<file path="src/rtl/vc_arb_pkg.sv">
// rtl/vc_arb_pkg.sv - shared FSM, VC index and destination constants for the VC pop arbiter
package vc_arb_pkg;

    typedef enum logic [1:0] {
        ST_RESET  = 2'd0,
        ST_INIT   = 2'd1,
        ST_IDLE   = 2'd2,
        ST_ACTIVE = 2'd3
    } vc_state_e;

    localparam int VC0 = 0;
    localparam int VC1 = 1;

    localparam int D0 = 0;
    localparam int D1 = 1;

endpackage

</file>
<file path="src/rtl/vc_wrr_core.sv">
// rtl/vc_wrr_core.sv - weighted round-robin grant decision with VC0 credit and weight registers
module vc_wrr_core #(
    parameter int WEIGHT_W = 2
) (
    input  logic                clk,
    input  logic                reset_L,
    input  logic                elig0,
    input  logic                elig1,
    input  logic                load_cfg,
    input  logic [WEIGHT_W-1:0] cfg_weight,
    output logic                gnt0,
    output logic                gnt1
);

    logic [WEIGHT_W-1:0] credit_q, credit_d;
    logic [WEIGHT_W-1:0] weight_q, weight_d;

    always_comb begin
        gnt1     = elig1 && (!elig0 || (credit_q == weight_q));
        gnt0     = elig0 && !gnt1;
        credit_d = credit_q;
        weight_d = weight_q;
        if (load_cfg) begin
            // A zero weight would starve VC0 entirely, so it is promoted to 1.
            weight_d = (cfg_weight == '0) ? WEIGHT_W'(1) : cfg_weight;
            credit_d = '0;
        end else if (gnt1) begin
            credit_d = '0;
        end else if (gnt0 && (credit_q < weight_q)) begin
            credit_d = credit_q + 1'b1;
        end
    end

    always_ff @(posedge clk or negedge reset_L) begin
        if (!reset_L) begin
            credit_q <= '0;
            weight_q <= WEIGHT_W'(1);
        end else begin
            credit_q <= credit_d;
            weight_q <= weight_d;
        end
    end

endmodule

</file>
<file path="src/rtl/vc_pop_arbiter.sv">
// rtl/vc_pop_arbiter.sv - VC0/VC1 pop scheduler with FSM and demux pipeline; VC_ARB_STATS_EN adds grant counters
module vc_pop_arbiter
    import vc_arb_pkg::*;
#(
    parameter int DATA_SIZE  = 6,
    parameter int BIT_SELECT = 1,
    parameter int WEIGHT_W   = 2
) (
    input  logic                 clk,
    input  logic                 reset_L,
    input  logic                 init,
    input  logic [WEIGHT_W-1:0]  cfg_weight,
    input  logic                 vc0_empty,
    input  logic                 vc1_empty,
    input  logic [DATA_SIZE-1:0] vc0_data,
    input  logic [DATA_SIZE-1:0] vc1_data,
    input  logic [1:0]           dest_afull,
    output logic                 pop_vc0,
    output logic                 pop_vc1,
    output logic                 en_pop,
    output logic [DATA_SIZE-1:0] data_demux,
    output logic [1:0]           state,
    output logic                 idle
`ifdef VC_ARB_STATS_EN
    ,
    output logic [7:0]           gnt_cnt0,
    output logic [7:0]           gnt_cnt1
`endif
);

    localparam int DEST_BIT = DATA_SIZE - BIT_SELECT;

    vc_state_e            state_q, state_d;
    logic                 en_pop_q, en_pop_d;
    logic [DATA_SIZE-1:0] data_demux_q, data_demux_d;
    logic                 idle_q, idle_d;
    logic                 run_ok, afull0, afull1, elig0, elig1;
    logic [1:0]           gnt;

    // Eligibility is combinational so a destination flag change acts in the same cycle.
    assign run_ok = ((state_q == ST_IDLE) || (state_q == ST_ACTIVE)) && !init;
    assign afull0 = vc0_data[DEST_BIT] ? dest_afull[D1] : dest_afull[D0];
    assign afull1 = vc1_data[DEST_BIT] ? dest_afull[D1] : dest_afull[D0];
    assign elig0  = run_ok && !vc0_empty && !afull0;
    assign elig1  = run_ok && !vc1_empty && !afull1;

    vc_wrr_core #(.WEIGHT_W(WEIGHT_W)) u_core (
        .clk        (clk),
        .reset_L    (reset_L),
        .elig0      (elig0),
        .elig1      (elig1),
        .load_cfg   (state_q == ST_INIT),
        .cfg_weight (cfg_weight),
        .gnt0       (gnt[VC0]),
        .gnt1       (gnt[VC1])
    );

    assign pop_vc0    = gnt[VC0];
    assign pop_vc1    = gnt[VC1];
    assign en_pop     = en_pop_q;
    assign data_demux = data_demux_q;
    assign state      = state_q;
    assign idle       = idle_q;

    always_comb begin
        state_d = state_q;
        case (state_q)
            ST_RESET: state_d = ST_INIT;
            ST_INIT:  state_d = init ? ST_INIT : ST_IDLE;
            default:  state_d = init ? ST_INIT : ((|gnt) ? ST_ACTIVE : ST_IDLE);
        endcase
        en_pop_d     = |gnt;
        data_demux_d = gnt[VC1] ? vc1_data : (gnt[VC0] ? vc0_data : data_demux_q);
        idle_d       = (state_d == ST_IDLE) && !en_pop_d;
    end

    always_ff @(posedge clk or negedge reset_L) begin
        if (!reset_L) begin
            state_q      <= ST_RESET;
            en_pop_q     <= 1'b0;
            data_demux_q <= '0;
            idle_q       <= 1'b0;
        end else begin
            state_q      <= state_d;
            en_pop_q     <= en_pop_d;
            data_demux_q <= data_demux_d;
            idle_q       <= idle_d;
        end
    end

`ifdef VC_ARB_STATS_EN
    logic [7:0] gnt_cnt0_q, gnt_cnt0_d, gnt_cnt1_q, gnt_cnt1_d;

    always_comb begin
        gnt_cnt0_d = gnt_cnt0_q;
        gnt_cnt1_d = gnt_cnt1_q;
        if (state_d == ST_INIT) begin
            gnt_cnt0_d = '0;
            gnt_cnt1_d = '0;
        end else begin
            if (gnt[VC0] && (gnt_cnt0_q != 8'hFF)) gnt_cnt0_d = gnt_cnt0_q + 8'd1;
            if (gnt[VC1] && (gnt_cnt1_q != 8'hFF)) gnt_cnt1_d = gnt_cnt1_q + 8'd1;
        end
    end

    always_ff @(posedge clk or negedge reset_L) begin
        if (!reset_L) begin
            gnt_cnt0_q <= '0;
            gnt_cnt1_q <= '0;
        end else begin
            gnt_cnt0_q <= gnt_cnt0_d;
            gnt_cnt1_q <= gnt_cnt1_d;
        end
    end

    assign gnt_cnt0 = gnt_cnt0_q;
    assign gnt_cnt1 = gnt_cnt1_q;
`endif

endmodule

</file>
<file path="config.mk">
export PLATFORM = sky130hd
export DESIGN_NAME = vc_pop_arbiter
export DESIGN_NICKNAME = d
export VERILOG_FILES = /design/src/rtl/vc_arb_pkg.sv /design/src/rtl/vc_wrr_core.sv /design/src/rtl/vc_pop_arbiter.sv
export SDC_FILE = /design/constraint.sdc
export NUM_CORES = 1
export LEC_CHECK = 0
export BUFFER_PORTS_ARGS = -buffer_cell sky130_fd_sc_hd__buf_4
export CAP_MARGIN = 10
export CORE_MARGIN = 8
export CORE_UTILIZATION = 38
export CTS_BUF_LIST = sky130_fd_sc_hd__clkbuf_16
export CTS_CLUSTER_DIAMETER = 40
export DETAILED_ROUTE_END_ITERATION = 8
export GPL_TIMING_DRIVEN = 0
export MAX_ROUTING_LAYER = met4
export PLACE_DENSITY = 0.67
export SLEW_MARGIN = 5
export SYNTH_ARGS = -nofsm -noshare
export SYNTH_HDL_FRONTEND = slang
export SYNTH_SLANG_ARGS = --single-unit
export TNS_END_PERCENT = 30
</file>
<file path="constraint.sdc">
create_clock -name clk -period 2.7 [get_ports clk]
set_clock_uncertainty 0.1 [all_clocks]
set_input_delay 0.54 -clock clk [delete_from_list [all_inputs] [get_ports clk]]
set_output_delay 0.54 -clock clk [all_outputs]
set_load 0.005 [all_outputs]
</file>
==> impl_metrics.json, run 1 <==
{
  "r2r_setup_slack_ns": 0.92,
  "vdd_drop_max_mv": 0.326,
  "synth-main-ff-cell": "dfrtp_1",
  "status": "finished, final reports clean",
  "cts_hold_buffers": 0,
  "gp_congestion": 0.727,
  "cts_setup_buffers": 0,
  "period_needed_ns": 2.49,
  "drt_drc_violations_left": 0,
  "synth_top_family_by_area": "compound AO/OA/AOI/OAI gates",
  "layout-drive-gt1-share_pct": 52.6,
  "r2r-start": "u_core.credit_q[0]$_DFFE_PN0P_",
  "synth_compound_area_share_pct": 23.3,
  "yosysWarnings": 0,
  "num_antenna_cells": 0,
  "wirelength_um": 1760,
  "hold_viol": 0,
  "post-place-ws_ns": 0.214,
  "worst_hold_path_type": "in2async",
  "clock_latency_ns": 0.24,
  "synth-async-reset-ratio_pct": 100,
  "top_layer": "met4",
  "fmax_mhz": 402,
  "ys_ff_latch": 14,
  "power_leakage_nw": 0.507,
  "synth.most_common_cell": "dfrtp_1",
  "ant_nets": 0,
  "io_buffers": 32,
  "synth_area_leaders": "dfrtp_1 44%, a221o_1 8.1%, nor3b_1 6.1%",
  "synth.top_cell.area_share_pct": 43.9,
  "p_per_area_nw_per_um2": 662,
  "muxShareOfSynthArea_pct": 3.04,
  "clkTransAtPathRegs_ns": 0.05,
  "wl_met2_um": 909,
  "fin_ws_ns": 0.213,
  "fin_crit_sh_pct": 92.1,
  "grt_max_degree": 15,
  "vias": 606,
  "cts_resized": 0,
  "start_kind": "input port",
  "grt_pass1_wl_um": 2930,
  "grt_pass1_vias": 626,
  "seq_area_frac_synth_pct": 47.5,
  "cts_root_buf": "clkbuf_16",
  "path_class": "in2out",
  "die-area_sq_um": 3620,
  "endpoint": "pop_vc1",
  "fp.dieH_um": 60.2,
  "antenna_found_initial": 0,
  "synthSimpleGateAreaFrac_pct": 18.8,
  "endpoint_kind": "output pin",
  "cp-startpoint": "vc1_data[5]",
  "coreArea_sq_um": 1900,
  "nNetsFinal": 119,
  "synth-edff-count": 0,
  "final_max_slew_viol_count": 0,
  "rsz0062_at_grt": "false",
  "cts_buffers": 3,
  "r2r-end": "data_demux[4]$_DFFE_PN0P_",
  "fin_tns_setup_ns": 0,
  "final_util_pct": 57.5,
  "met1_length_um": 748,
  "synthesis.nets": 82,
  "synth_area_sq_um": 741,
  "setup_viol": 0,
  "cts_tree": "yes",
  "ff2ff_path_depth": 5,
  "postSynthCellCount": 59,
  "wl_met3_um": 46,
  "avgSynthCellArea_sq_um": 12.6,
  "first_pass_iters": 2,
  "yosysTopAreaCell": "dfrtp_1",
  "synthTopCellsByCount": "13 x dfrtp_1, 6 x a221o_1, 6 x nor3b_1",
  "track_usage_pct": 11.2,
  "die_w_um": 60.2,
  "synth-xor-area-share_pct": 0,
  "cp.arrival_ns": 1.85,
  "tightest_slew_ns": 0.444,
  "wl_per_cell_um": 14.4,
  "synth_cell_type_count": 27,
  "rows": 16,
  "ios": 33,
  "htree_num_levels": 1,
  "syn_to_final_growth_pct": 47.6,
  "start_util_pct": 38.9,
  "dp_hpwl_um": 1450,
  "drt_iter0_markers": 8,
  "synth_fa_ha_area_share_pct": 3.38,
  "required_ns": 2.06,
  "max_slew_margin_pct": 70.4,
  "cap_violations": 0,
  "clock_sink_count": 14,
  "grt_overflow_total": 0,
  "cts_buffer_depth": 2,
  "worstPathMaxFanout": 9,
  "via_per_inst": 4.97
}
## registers in the layout, indices dropped and copies added, names as in the netlist
signal           cells
u_core.weight_q      2
state                2
u_core.credit_q      2
en_pop               1
idle                 1
data_demux           6
## metrics by stage
step | power [mW] | cells | hold WS [ns] | area [sq um]
floorplan | 0.353 | 59 | 0.144 | 741
global route | 0.763 | 122 | 0.0469 | 1090
global placement | 0.444 | 118 | 0.298 | 1010
CTS | 0.728 | 122 | 0.0438 | 1090
finish | 0.724 | 122 | 0.0349 | 1090
detailed placement | 0.448 | 118 | 0.300 | 1010
## worst max-delay path: stages
cell      delay, ns
buf_4          0.09
mux2_2         0.35
nor3_4         0.30
a21boi_4       0.39
buf_4          0.17
## where the power goes
group | total [mW] | internal [mW] | switching [mW] | leakage (nW)
clock | 0.282 | 0.196 | 0.0862 | 0.0385
combinational | 0.173 | 0.103 | 0.0706 | 0.294
sequential | 0.269 | 0.249 | 0.0200 | 0.174
## kinds of logic after synthesis
kind of cell | after synthesis
AND/OR/NAND/NOR | 20
AO/OA/AOI/OAI | 15
flip-flops | 14
buffers and inverters | 6
multiplexers | 2
adder cells (fa/ha/maj) | 2
## final cells by class
class                   instances  area [sq um]
plain buffers                   1          11.3
clock buffers                   3          75.1
clock inverters                 1          3.75
fillers                       173           808
inverters                       5          18.8
multi-input cells              39           359
flip-flops and latches         14           352
well taps                      27          33.8
repair buffers                 32           240
## layer usage
metal | global-route usage [%] | up-vias
met3 | 2.58 | 6
met1 | 12.9 | 294
li1 | - | 295
met5 | - | -
met4 | 8.16 | 0
met2 | 16.8 | 11
## worst min path at each step
stage	endpoint	startpoint	slack (ns)
2_1_floorplan	data_demux[0]$_DFFE_PN0P_	reset_L	0.14
3_3_place_gp	en_pop$_DFF_PN0_	reset_L	0.30
3_5_place_dp	idle$_DFF_PN0_	reset_L	0.30
4_1_cts	data_demux[5]$_DFFE_PN0P_	reset_L	0.04
5_1_grt	u_core.credit_q[1]$_DFFE_PN0P_	reset_L	0.05
6_report	en_pop$_DFF_PN0_	reset_L	0.03
## cell usage in the layout, fill, tap and decap left out, drive strengths merged, types with 2 or more instances in the layout
master,count
dfrtp,13
nor3b,6
nor2b,2
mux2,2
ha,2
nor3,2
buf,33
inv,5
clkbuf,3
a221o,6
nand2,3
a221oi,2
nor2,2
nand2b,2
Note: power is estimated with default switching activity, not from simulation.
==> run 2, diff against run 1 <==
--- a/config.mk
+++ b/config.mk
@@ -7,7 +7,7 @@
 export LEC_CHECK = 0
 export BUFFER_PORTS_ARGS = -buffer_cell sky130_fd_sc_hd__buf_4
 export CAP_MARGIN = 10
-export CORE_MARGIN = 8
+export CORE_MARGIN = 10
 export CORE_UTILIZATION = 38
 export CTS_BUF_LIST = sky130_fd_sc_hd__clkbuf_16
 export CTS_CLUSTER_DIAMETER = 40
==> constraint.sdc (replaced) <==
create_clock -name clk -period 2.8 [get_ports clk]
set_clock_uncertainty 0.1 [all_clocks]
set_input_delay 0.56 -clock clk [delete_from_list [all_inputs] [get_ports clk]]
set_output_delay 0.56 -clock clk [all_outputs]
set_load 0.005 [all_outputs]
==> impl_metrics.json, run 2 (synthesis gave the netlist of run 1 again) <==
{
  "status": "finished, final reports clean",
  "final_common_cell": "buf_4",
  "dp_hpwl_um": 1530,
  "htree_num_levels": 1,
  "hold_viol": 0,
  "die-area_sq_um": 4120,
  "cts_buffers": 3,
  "grt_max_degree": 15,
  "hold_ws_ns": 0.0633,
  "combPwrFrac_pct": 24.0,
  "final_cell_mix": "32 x buf_4, 13 x dfrtp_1, 6 x nor3b_1, 6 x a221o_1, 5 x inv_1",
  "track_usage_pct": 9.64,
  "total_power_mw": 0.693,
  "start_kind": "input port",
  "fin_crit_sh_pct": 89.6,
  "cts_setup_buffers": 0,
  "clock_latency_ns": 0.24,
  "cts_hold_buffers": 0,
  "cts_tree": "yes",
  "layout-drive-gt1-share_pct": 52.6,
  "vdd_drop_max_mv": 0.352,
  "cts_resized": 0,
  "clkPwrFrac_pct": 38.5,
  "grt_overflow_total": 0,
  "switchingPower_mw": 0.166,
  "power_leakage_nw": 0.507,
  "endpoint_kind": "output pin",
  "gp_congestion": 0.685,
  "r2r-end": "data_demux[3]$_DFFE_PN0P_",
  "grtUsageMet1_pct": 11.2,
  "clkTransAtPathRegs_ns": 0.05,
  "post-place-ws_ns": 0.271,
  "final_max_slew_viol_count": 0,
  "grt_pass1_vias": 654,
  "gr-usage-met2_pct": 15.3,
  "rows": 15,
  "p_per_area_nw_per_um2": 635,
  "use_met3_pct": 2.09,
  "switching_share_pct": 23.9,
  "setup_viol": 0,
  "r2r-start": "u_core.credit_q[0]$_DFFE_PN0P_",
  "cts_root_buf": "clkbuf_16",
  "seq_area_sq_um": 352,
  "required_ns": 2.14,
  "wirelength_um": 1840,
  "drt_drc_violations_left": 0,
  "ant_nets": 0,
  "rsz0062_at_grt": "false",
  "cap_violations": 0,
  "antenna_found_initial": 0,
  "wl_per_cell_um": 15.3,
  "vias": 597,
  "via_per_inst": 4.98,
  "grt_pass1_wl_um": 3120,
  "period_needed_ns": 2.51,
  "fin_ws_ns": 0.291,
  "worstPathMaxFanout": 9,
  "syn_to_final_growth_pct": 47.3,
  "p_seq_share_pct": 37.4,
  "clock_sink_count": 14,
  "fp.dieH_um": 64.2,
  "tightest_slew_ns": 0.448,
  "multiInputGateArea_sq_um": 359,
  "fillers": 160,
  "io_buffers": 32,
  "coreArea_sq_um": 1780,
  "largest_register_ff_count": 6,
  "design_area_sq_um": 1090,
  "num_antenna_cells": 0,
  "r2r_setup_slack_ns": 1.04,
  "nNetsFinal": 119,
  "first_pass_iters": 3,
  "intPower_mw": 0.527,
  "ios": 33,
  "worst_hold_path_type": "in2async",
  "path_class": "in2out",
  "fmax_mhz": 398,
  "start_util_pct": 41.5,
  "fin_tns_setup_ns": 0,
  "cp.arrival_ns": 1.85,
  "grt-busiest-layer": "met2",
  "max_slew_margin_pct": 70.2,
  "die_w_um": 64.2,
  "placed_area_sq_um": 1010,
  "drt_iter0_markers": 15,
  "ff2ff_path_depth": 5,
  "cts_buffer_depth": 2
}
==> run 2: through the flow <==
step                      utilization (%)  std cells
final                                61.2        120
after global routing                 61.2        120
after CTS                            61.2        120
after detailed placement             56.8        116
after global placement               56.8        116
after floorplan                         -         59
==> run 2: worst max path at each step <==
stage	start	to	cells after the start
final	vc1_data[5]	pop_vc1	5
after global routing	vc1_data[5]	pop_vc1	5
after CTS	vc1_data[5]	pop_vc1	5
after detailed placement	vc1_data[5]	pop_vc1	5
after global placement	vc1_data[5]	pop_vc1	5
after floorplan	init	pop_vc0	3
==> run 2: routing by layer <==
metal	part of all wire, %	up-vias
met5	0	-
met4	1.6	0
met3	3.3	2
met2	52	15
met1	43	285
li1	-	295
==> run 2: worst max-delay path, cell delays in order <==
cell      delay, ns
buf_4          0.09
mux2_2         0.35
nor3_4         0.27
a21boi_4       0.40
buf_4          0.18
==> run 2: power groups by stage <==
stage	Sequential (mW)	Combinational [mW]	Clock, mW
2_1_floorplan	0.262	0.0782	0
3_3_place_gp	0.262	0.167	0
3_5_place_dp	0.263	0.170	0
4_1_cts	0.260	0.171	0.272
5_1_grt	0.263	0.185	0.284
6_report	0.259	0.167	0.267
==> run 2: final cells by class <==
class | count | area share [%]
sequential | 14 | 32.2
tap | 25 | 2.87
inverter | 5 | 1.72
multi-input combinational | 39 | 32.9
buffer | 1 | 1.03
clock buffer | 3 | 6.88
clock inverter | 1 | 0.344
timing repair buffer | 32 | 22.0
